`src/rtl/pin_console.sv`:
```
// pin_console
// -----------------------------------------------------------------------------
// Hardware console for the CPU pin-output bus. Character strobes on pin_out are
// captured into a FIFO and serialised on a UART-style tx line. The block also
// latches the halt request and the runaway-PC condition as sticky status bits.
//
// Optional feature: define PIN_CONSOLE_PARITY_EN to insert an even-parity bit
// between the data bits and the stop bit. Left undefined, frames are 8N1-like.
//
// Ports
//   clk        : sole clock, rising edge
//   rst        : synchronous active-high reset
//   pin_out    : CPU output pins (strobe, halt request, character field)
//   pc         : CPU program counter, compared unsigned against PC_LIMIT
//   tx         : serial output, idle high
//   halted     : sticky, halt request seen
//   fault      : sticky, runaway PC seen
//   overflow   : sticky, a character was dropped on a full FIFO
//   done       : stop latched, FIFO empty and transmitter idle (registered)
//   char_count : characters accepted into the FIFO, saturating
// -----------------------------------------------------------------------------
module pin_console #(
    parameter int WORD_W       = 32,
    parameter int DATA_W       = 8,
    parameter int DATA_LSB     = 2,
    parameter int STB_BIT      = 0,
    parameter int HALT_BIT     = 1,
    parameter int DEPTH        = 16,
    parameter int CLKS_PER_BIT = 4,
    parameter int PC_LIMIT     = 50,
    parameter int CNT_W        = 16
) (
    input  logic              clk,
    input  logic              rst,
    input  logic [WORD_W-1:0] pin_out,
    input  logic [WORD_W-1:0] pc,
    output logic              tx,
    output logic              halted,
    output logic              fault,
    output logic              overflow,
    output logic              done,
    output logic [CNT_W-1:0]  char_count
);

    localparam int AW = $clog2(DEPTH);
    localparam int PW = AW + 1;
    localparam int CW = (CLKS_PER_BIT > 1) ? $clog2(CLKS_PER_BIT) : 1;
    localparam int BW = (DATA_W > 1) ? $clog2(DATA_W) : 1;
    localparam logic [CW-1:0]     CNT_LAST = CW'(CLKS_PER_BIT - 1);
    localparam logic [BW-1:0]     BIT_LAST = BW'(DATA_W - 1);
    localparam logic [WORD_W-1:0] PC_MAX   = WORD_W'(PC_LIMIT);

    typedef enum logic [2:0] {
        ST_IDLE   = 3'd0,
        ST_START  = 3'd1,
        ST_DATA   = 3'd2,
`ifdef PIN_CONSOLE_PARITY_EN
        ST_PARITY = 3'd3,
`endif
        ST_STOP   = 3'd4
    } state_t;

    // Input decode
    logic              stb_s, halt_req_s, runaway_s, stop_s;
    logic [DATA_W-1:0] char_s;
    logic              unused_pins_s;

    assign stb_s         = pin_out[STB_BIT];
    assign halt_req_s    = pin_out[HALT_BIT];
    assign char_s        = pin_out[DATA_LSB +: DATA_W];
    assign runaway_s     = (pc > PC_MAX);
    assign unused_pins_s = ^pin_out;

    // Registers
    state_t            state_q, state_d;
    logic [CW-1:0]     cnt_q, cnt_d;
    logic [BW-1:0]     bit_q, bit_d;
    logic [DATA_W-1:0] shift_q, shift_d;
    logic              tx_q, tx_d;
    logic [PW-1:0]     wr_ptr_q, wr_ptr_d, rd_ptr_q, rd_ptr_d;
    logic [DATA_W-1:0] mem_q [DEPTH];
    logic              halted_q, halted_d, fault_q, fault_d;
    logic              overflow_q, overflow_d, done_q, done_d;
    logic [CNT_W-1:0]  count_q, count_d;
`ifdef PIN_CONSOLE_PARITY_EN
    logic              par_q, par_d;
`endif

    logic empty_s, full_s, pop_s, accept_s, push_s, drop_s;

    assign stop_s   = halted_q | fault_q | halt_req_s | runaway_s;
    assign empty_s  = (wr_ptr_q == rd_ptr_q);
    assign full_s   = (wr_ptr_q[AW-1:0] == rd_ptr_q[AW-1:0]) && (wr_ptr_q[AW] != rd_ptr_q[AW]);
    assign accept_s = stb_s & ~stop_s;
    // A full FIFO still takes the character if the transmitter frees a slot this cycle
    assign push_s   = accept_s & (~full_s | pop_s);
    assign drop_s   = accept_s & full_s & ~pop_s;

    // Transmitter next-state, pop request and tx value for the next cycle
    always_comb begin
        state_d = state_q;
        cnt_d   = cnt_q;
        bit_d   = bit_q;
        shift_d = shift_q;
        tx_d    = tx_q;
        pop_s   = 1'b0;
`ifdef PIN_CONSOLE_PARITY_EN
        par_d   = par_q;
`endif
        case (state_q)
            ST_IDLE: begin
                tx_d = 1'b1;
                if (!empty_s) begin
                    pop_s   = 1'b1;
                    shift_d = mem_q[rd_ptr_q[AW-1:0]];
`ifdef PIN_CONSOLE_PARITY_EN
                    par_d   = ^mem_q[rd_ptr_q[AW-1:0]];
`endif
                    cnt_d   = '0;
                    bit_d   = '0;
                    tx_d    = 1'b0;
                    state_d = ST_START;
                end else begin
                    state_d = ST_IDLE;
                end
            end
            ST_START: begin
                if (cnt_q == CNT_LAST) begin
                    cnt_d   = '0;
                    tx_d    = shift_q[0];
                    state_d = ST_DATA;
                end else begin
                    cnt_d = cnt_q + 1'b1;
                end
            end
            ST_DATA: begin
                if (cnt_q == CNT_LAST) begin
                    cnt_d = '0;
                    if (bit_q == BIT_LAST) begin
`ifdef PIN_CONSOLE_PARITY_EN
                        tx_d    = par_q;
                        state_d = ST_PARITY;
`else
                        tx_d    = 1'b1;
                        state_d = ST_STOP;
`endif
                    end else begin
                        bit_d   = bit_q + 1'b1;
                        shift_d = shift_q >> 1'b1;
                        tx_d    = shift_d[0];
                    end
                end else begin
                    cnt_d = cnt_q + 1'b1;
                end
            end
`ifdef PIN_CONSOLE_PARITY_EN
            ST_PARITY: begin
                if (cnt_q == CNT_LAST) begin
                    cnt_d   = '0;
                    tx_d    = 1'b1;
                    state_d = ST_STOP;
                end else begin
                    cnt_d = cnt_q + 1'b1;
                end
            end
`endif
            ST_STOP: begin
                if (cnt_q == CNT_LAST) begin
                    cnt_d = '0;
                    // Chain straight into the next frame with no idle gap
                    if (!empty_s) begin
                        pop_s   = 1'b1;
                        shift_d = mem_q[rd_ptr_q[AW-1:0]];
`ifdef PIN_CONSOLE_PARITY_EN
                        par_d   = ^mem_q[rd_ptr_q[AW-1:0]];
`endif
                        bit_d   = '0;
                        tx_d    = 1'b0;
                        state_d = ST_START;
                    end else begin
                        tx_d    = 1'b1;
                        state_d = ST_IDLE;
                    end
                end else begin
                    cnt_d = cnt_q + 1'b1;
                end
            end
            default: begin
                tx_d    = 1'b1;
                cnt_d   = '0;
                state_d = ST_IDLE;
            end
        endcase
    end

    // FIFO pointers and sticky status next-state
    always_comb begin
        if (push_s) begin
            wr_ptr_d = wr_ptr_q + 1'b1;
        end else begin
            wr_ptr_d = wr_ptr_q;
        end
        if (pop_s) begin
            rd_ptr_d = rd_ptr_q + 1'b1;
        end else begin
            rd_ptr_d = rd_ptr_q;
        end
        if (push_s && (count_q != '1)) begin
            count_d = count_q + 1'b1;
        end else begin
            count_d = count_q;
        end
        halted_d   = halted_q | halt_req_s;
        fault_d    = fault_q | runaway_s;
        overflow_d = overflow_q | drop_s;
        done_d     = (halted_q | fault_q) & empty_s & (state_q == ST_IDLE);
    end

    // State and status registers with synchronous reset
    always_ff @(posedge clk) begin
        if (rst) begin
            state_q    <= ST_IDLE;
            cnt_q      <= '0;
            bit_q      <= '0;
            shift_q    <= '0;
            tx_q       <= 1'b1;
            wr_ptr_q   <= '0;
            rd_ptr_q   <= '0;
            halted_q   <= 1'b0;
            fault_q    <= 1'b0;
            overflow_q <= 1'b0;
            done_q     <= 1'b0;
            count_q    <= '0;
`ifdef PIN_CONSOLE_PARITY_EN
            par_q      <= 1'b0;
`endif
        end else begin
            state_q    <= state_d;
            cnt_q      <= cnt_d;
            bit_q      <= bit_d;
            shift_q    <= shift_d;
            tx_q       <= tx_d;
            wr_ptr_q   <= wr_ptr_d;
            rd_ptr_q   <= rd_ptr_d;
            halted_q   <= halted_d;
            fault_q    <= fault_d;
            overflow_q <= overflow_d;
            done_q     <= done_d;
            count_q    <= count_d;
`ifdef PIN_CONSOLE_PARITY_EN
            par_q      <= par_d;
`endif
        end
    end

    // FIFO storage; contents are don't-care while the pointers say empty
    always_ff @(posedge clk) begin
        if (push_s) begin
            mem_q[wr_ptr_q[AW-1:0]] <= char_s;
        end
    end

    assign tx         = tx_q;
    assign halted     = halted_q;
    assign fault      = fault_q;
    assign overflow   = overflow_q;
    assign done       = done_q;
    assign char_count = count_q;

endmodule
```
`config.mk`:
```
export PLATFORM = sky130hd
export DESIGN_NAME = pin_console
export DESIGN_NICKNAME = d
export VERILOG_FILES = /design/src/rtl/pin_console.sv
export SDC_FILE = /design/constraint.sdc
export NUM_CORES = 1
export LEC_CHECK = 0
export BUFFER_PORTS_ARGS = -buffer_cell sky130_fd_sc_hd__buf_2
export CAP_MARGIN = 20
export CORE_ASPECT_RATIO = 1.1
export CORE_MARGIN = 2
export CORE_UTILIZATION = 29
export DETAILED_ROUTE_END_ITERATION = 12
export PLACE_DENSITY_LB_ADDON = 0.12
export SYNTH_ARGS = -nofsm -noshare
export SYNTH_HDL_FRONTEND = slang
export SYNTH_SLANG_ARGS = --single-unit
```
`constraint.sdc`:
```
create_clock -name clk -period 4.92 [get_ports clk]
set_clock_uncertainty 0.05 [all_clocks]
set_input_delay 0.246 -clock clk [delete_from_list [all_inputs] [get_ports clk]]
set_output_delay 0.246 -clock clk [all_outputs]
set_load 0.03 [all_outputs]
```
==> out/metrics.cfg <==
[finish]
drive_gt1_frac = 0.276
area_growth_pct = 17.8
final_cell_mix = edfxtp_1 (128), buf_2 (64), dfxtp_1 (51)
n_fill_cell = 2453
ff_latch_area_um2 = 4860
layout_commonest_cell = edfxtp_1
multi_input_area_um2 = 2410
diodes = 0
final_nets = 642
stdcell_count = 895

[place]
place_congestion = 0.739
dp_hpwl_mm = 10.9
dp.cells = 862
io_buffers = 64
place_ws_ns = 1.54

[yosys]
synth_cell_types = 50
synth.avg_cell_area_um2 = 14.7
yosysSeqAreaShare = 0.657
synth_edf_count = 128
ys_warn_count = 0
synthCells = 503
synthArstFlopShare = 0
ys.flop_type = edfxtp_1
synth_nets = 578
syn_area_um2 = 7400
synth_seq_cells = 179

[worst_setup_path]
crit_path_frequent_cell = nand2_1
cpPeakStageDelay_ns = 0.85
worstSetupPathType = flip-flop to flip-flop
setup.worst_path.end_class = flip-flop
crit_buf_inv = 0
cp_top_family = simple AND/OR/NAND/NOR gates
crit_slowest_cell = nor2_1
cp.arrival_ns = 3.30
critical_path_required_ns = 4.91
crit_path_cell_trace = ha_1, nand2b_1, a21oi_1, nand2_1, and3_1, nand2_1, nor2_1
crit_fanout = 9
start_kind = flip-flop

[clock_tree]
cts_max_level = 4
clock-root-buffer = clkbuf_16
cts_sinks = 179
post_cts_resized = 0
clk_latency_ns = 0.44
tritoncts = yes
clk_pin_slew_ns = 0.09
cts_made_buffers = 17
cts_max_path_buffers = 2

[global_route]
antenna_found_initial = 0
grt.overflow.total = 0
grt_max_degree = 50
grt_pass1_wl_mm = 26.1
grt_pass1_vias = 4458
track_usage = 0.131

[job]
cap_violations = 0

[power_and_ir_drop]
p_leak_nw = 2.90
internal_power_w = 0.00259
power_frac_seq = 0.473
vdd_drop_max_mv = 0.190
p_comb_frac = 0.131
switchingPower_w = 0.000999
clkPwrFrac = 0.396
netSwitchingFraction = 0.278
powerDensity_nw_per_um2 = 412

[timing]
finalCriticalPeriod_ns = 3.31
timing.fmax_ghz = 0.302
tns_ns = 0
rsz0062_at_grt = no
hold_viol_final = 0
worst_slew_pin_slew_ns = 1.06
slew_violations = 0
finalWorstSetupSlack_ns = 1.61
period_share = 0.673
max_slew_margin = 0.288
finalSetupViolations = 0

[floorplan]
core-area_um2 = 25200
start_util = 0.294
die_h_um = 172
dieArea_um2 = 26800
rows = 61
num_io_pins = 87
die_width_um = 156

[drt]
vias = 4410
avgViaCountPerCell = 4.93
postRouteAntennaNets = 0
drc_errors = 0
drtPass1Iterations = 5
drt_wl_total_mm = 16.7
drt_iter0_drc = 235
wl_per_cell_um = 18.6

[hold_path]
min_path_type = primary input to flip-flop

[run_status]
status = complete, no violations

[metal layers]
layer	vias to the layer above	GRT usage	routed length [µm]
met5	-	0	0
met4	0	0.0347	141
met3	10	0.0275	622
met2	86	0.223	8070
met1	2237	0.170	7830
li1	2077	-	-
[cells in the mapped netlist (all sizes together), types with 11 or more instances]
cell,n,area share
edfxtp,128,0.52
a21oi,20,0.014
inv,11,0.0056
mux2,14,0.021
nor4,12,0.013
clkbuf,16,0.0081
nor3,16,0.011
nand2,29,0.015
nor2,45,0.023
mux4,33,0.10
dfxtp,51,0.14
xor2,12,0.014
[registers in the layout, summed over array words and instances (netlist names), named ones only]
signal      count
bit_q           3
char_count     16
cnt_q           2
done            1
fault           1
halted          1
mem_q         128
overflow        1
rd_ptr_q        5
shift_q         8
state_q         3
tx              1
wr_ptr_q        5
[power by group through the flow]
stage	clock network, W	logic [W]	registers, W
after CTS	0.00145	0.000482	0.00170
final	0.00142	0.000471	0.00170
after global placement	0	0.000479	0.00173
after global routing	0.00152	0.000525	0.00171
after floorplan	0	0.000348	0.00173
after detailed placement	0	0.000479	0.00173
[repair_timing]
item,4_1_cts,5_1_grt
hold buffers,1,0
hold endpoints to repair,1,0
setup buffers,0,0
[stage by stage]
| step | hold slack (ns) | power, W | cell area (µm²) | util |
|---|---|---|---|---|
| floorplan | 0.295 | 0.00208 | 7400 | - |
| global placement | 0.396 | 0.00221 | 8070 | 0.320 |
| detailed placement | 0.402 | 0.00221 | 8070 | 0.320 |
| CTS | 0.126 | 0.00363 | 8710 | 0.346 |
| global route | 0.133 | 0.00375 | 8710 | 0.346 |
| finish | 0.129 | 0.00359 | 8710 | 0.346 |
[cells by family after synthesis]
group	Yosys count	synth area share
adder cells (fa/ha/maj)	9	0.0152
flip-flops	179	0.657
AO/OA/AOI/OAI	65	0.0587
AND/OR/NAND/NOR	147	0.103
XOR/XNOR	16	0.0189
buffers and inverters	36	0.0200
multiplexers	51	0.127
[worst paths after layout]
kind	startpoint	to	slack (ns)	depth (start not counted)
hold / removal	pin_out[4]	mem_q[14][2]$_DFFE_PP_	0.13	1
setup reg to reg	cnt_q[0]$_SDFFE_PP0P_	mem_q[10][0]$_DFFE_PP_	1.61	7
setup / recovery	cnt_q[0]$_SDFFE_PP0P_	mem_q[10][0]$_DFFE_PP_	1.61	7
hold reg to reg	shift_q[4]$_SDFFE_PP0P_	shift_q[4]$_SDFFE_PP0P_	0.41	2
[area by class of cell]
class,count,area share
flip-flops and latches,179,0.558
inverters,11,0.00474
repair buffers,70,0.0422
multi-input cells,288,0.276
clock buffers,17,0.0488
well taps,315,0.0452
clock inverters,15,0.0244
Note: power is estimated with default switching activity, not from simulation.
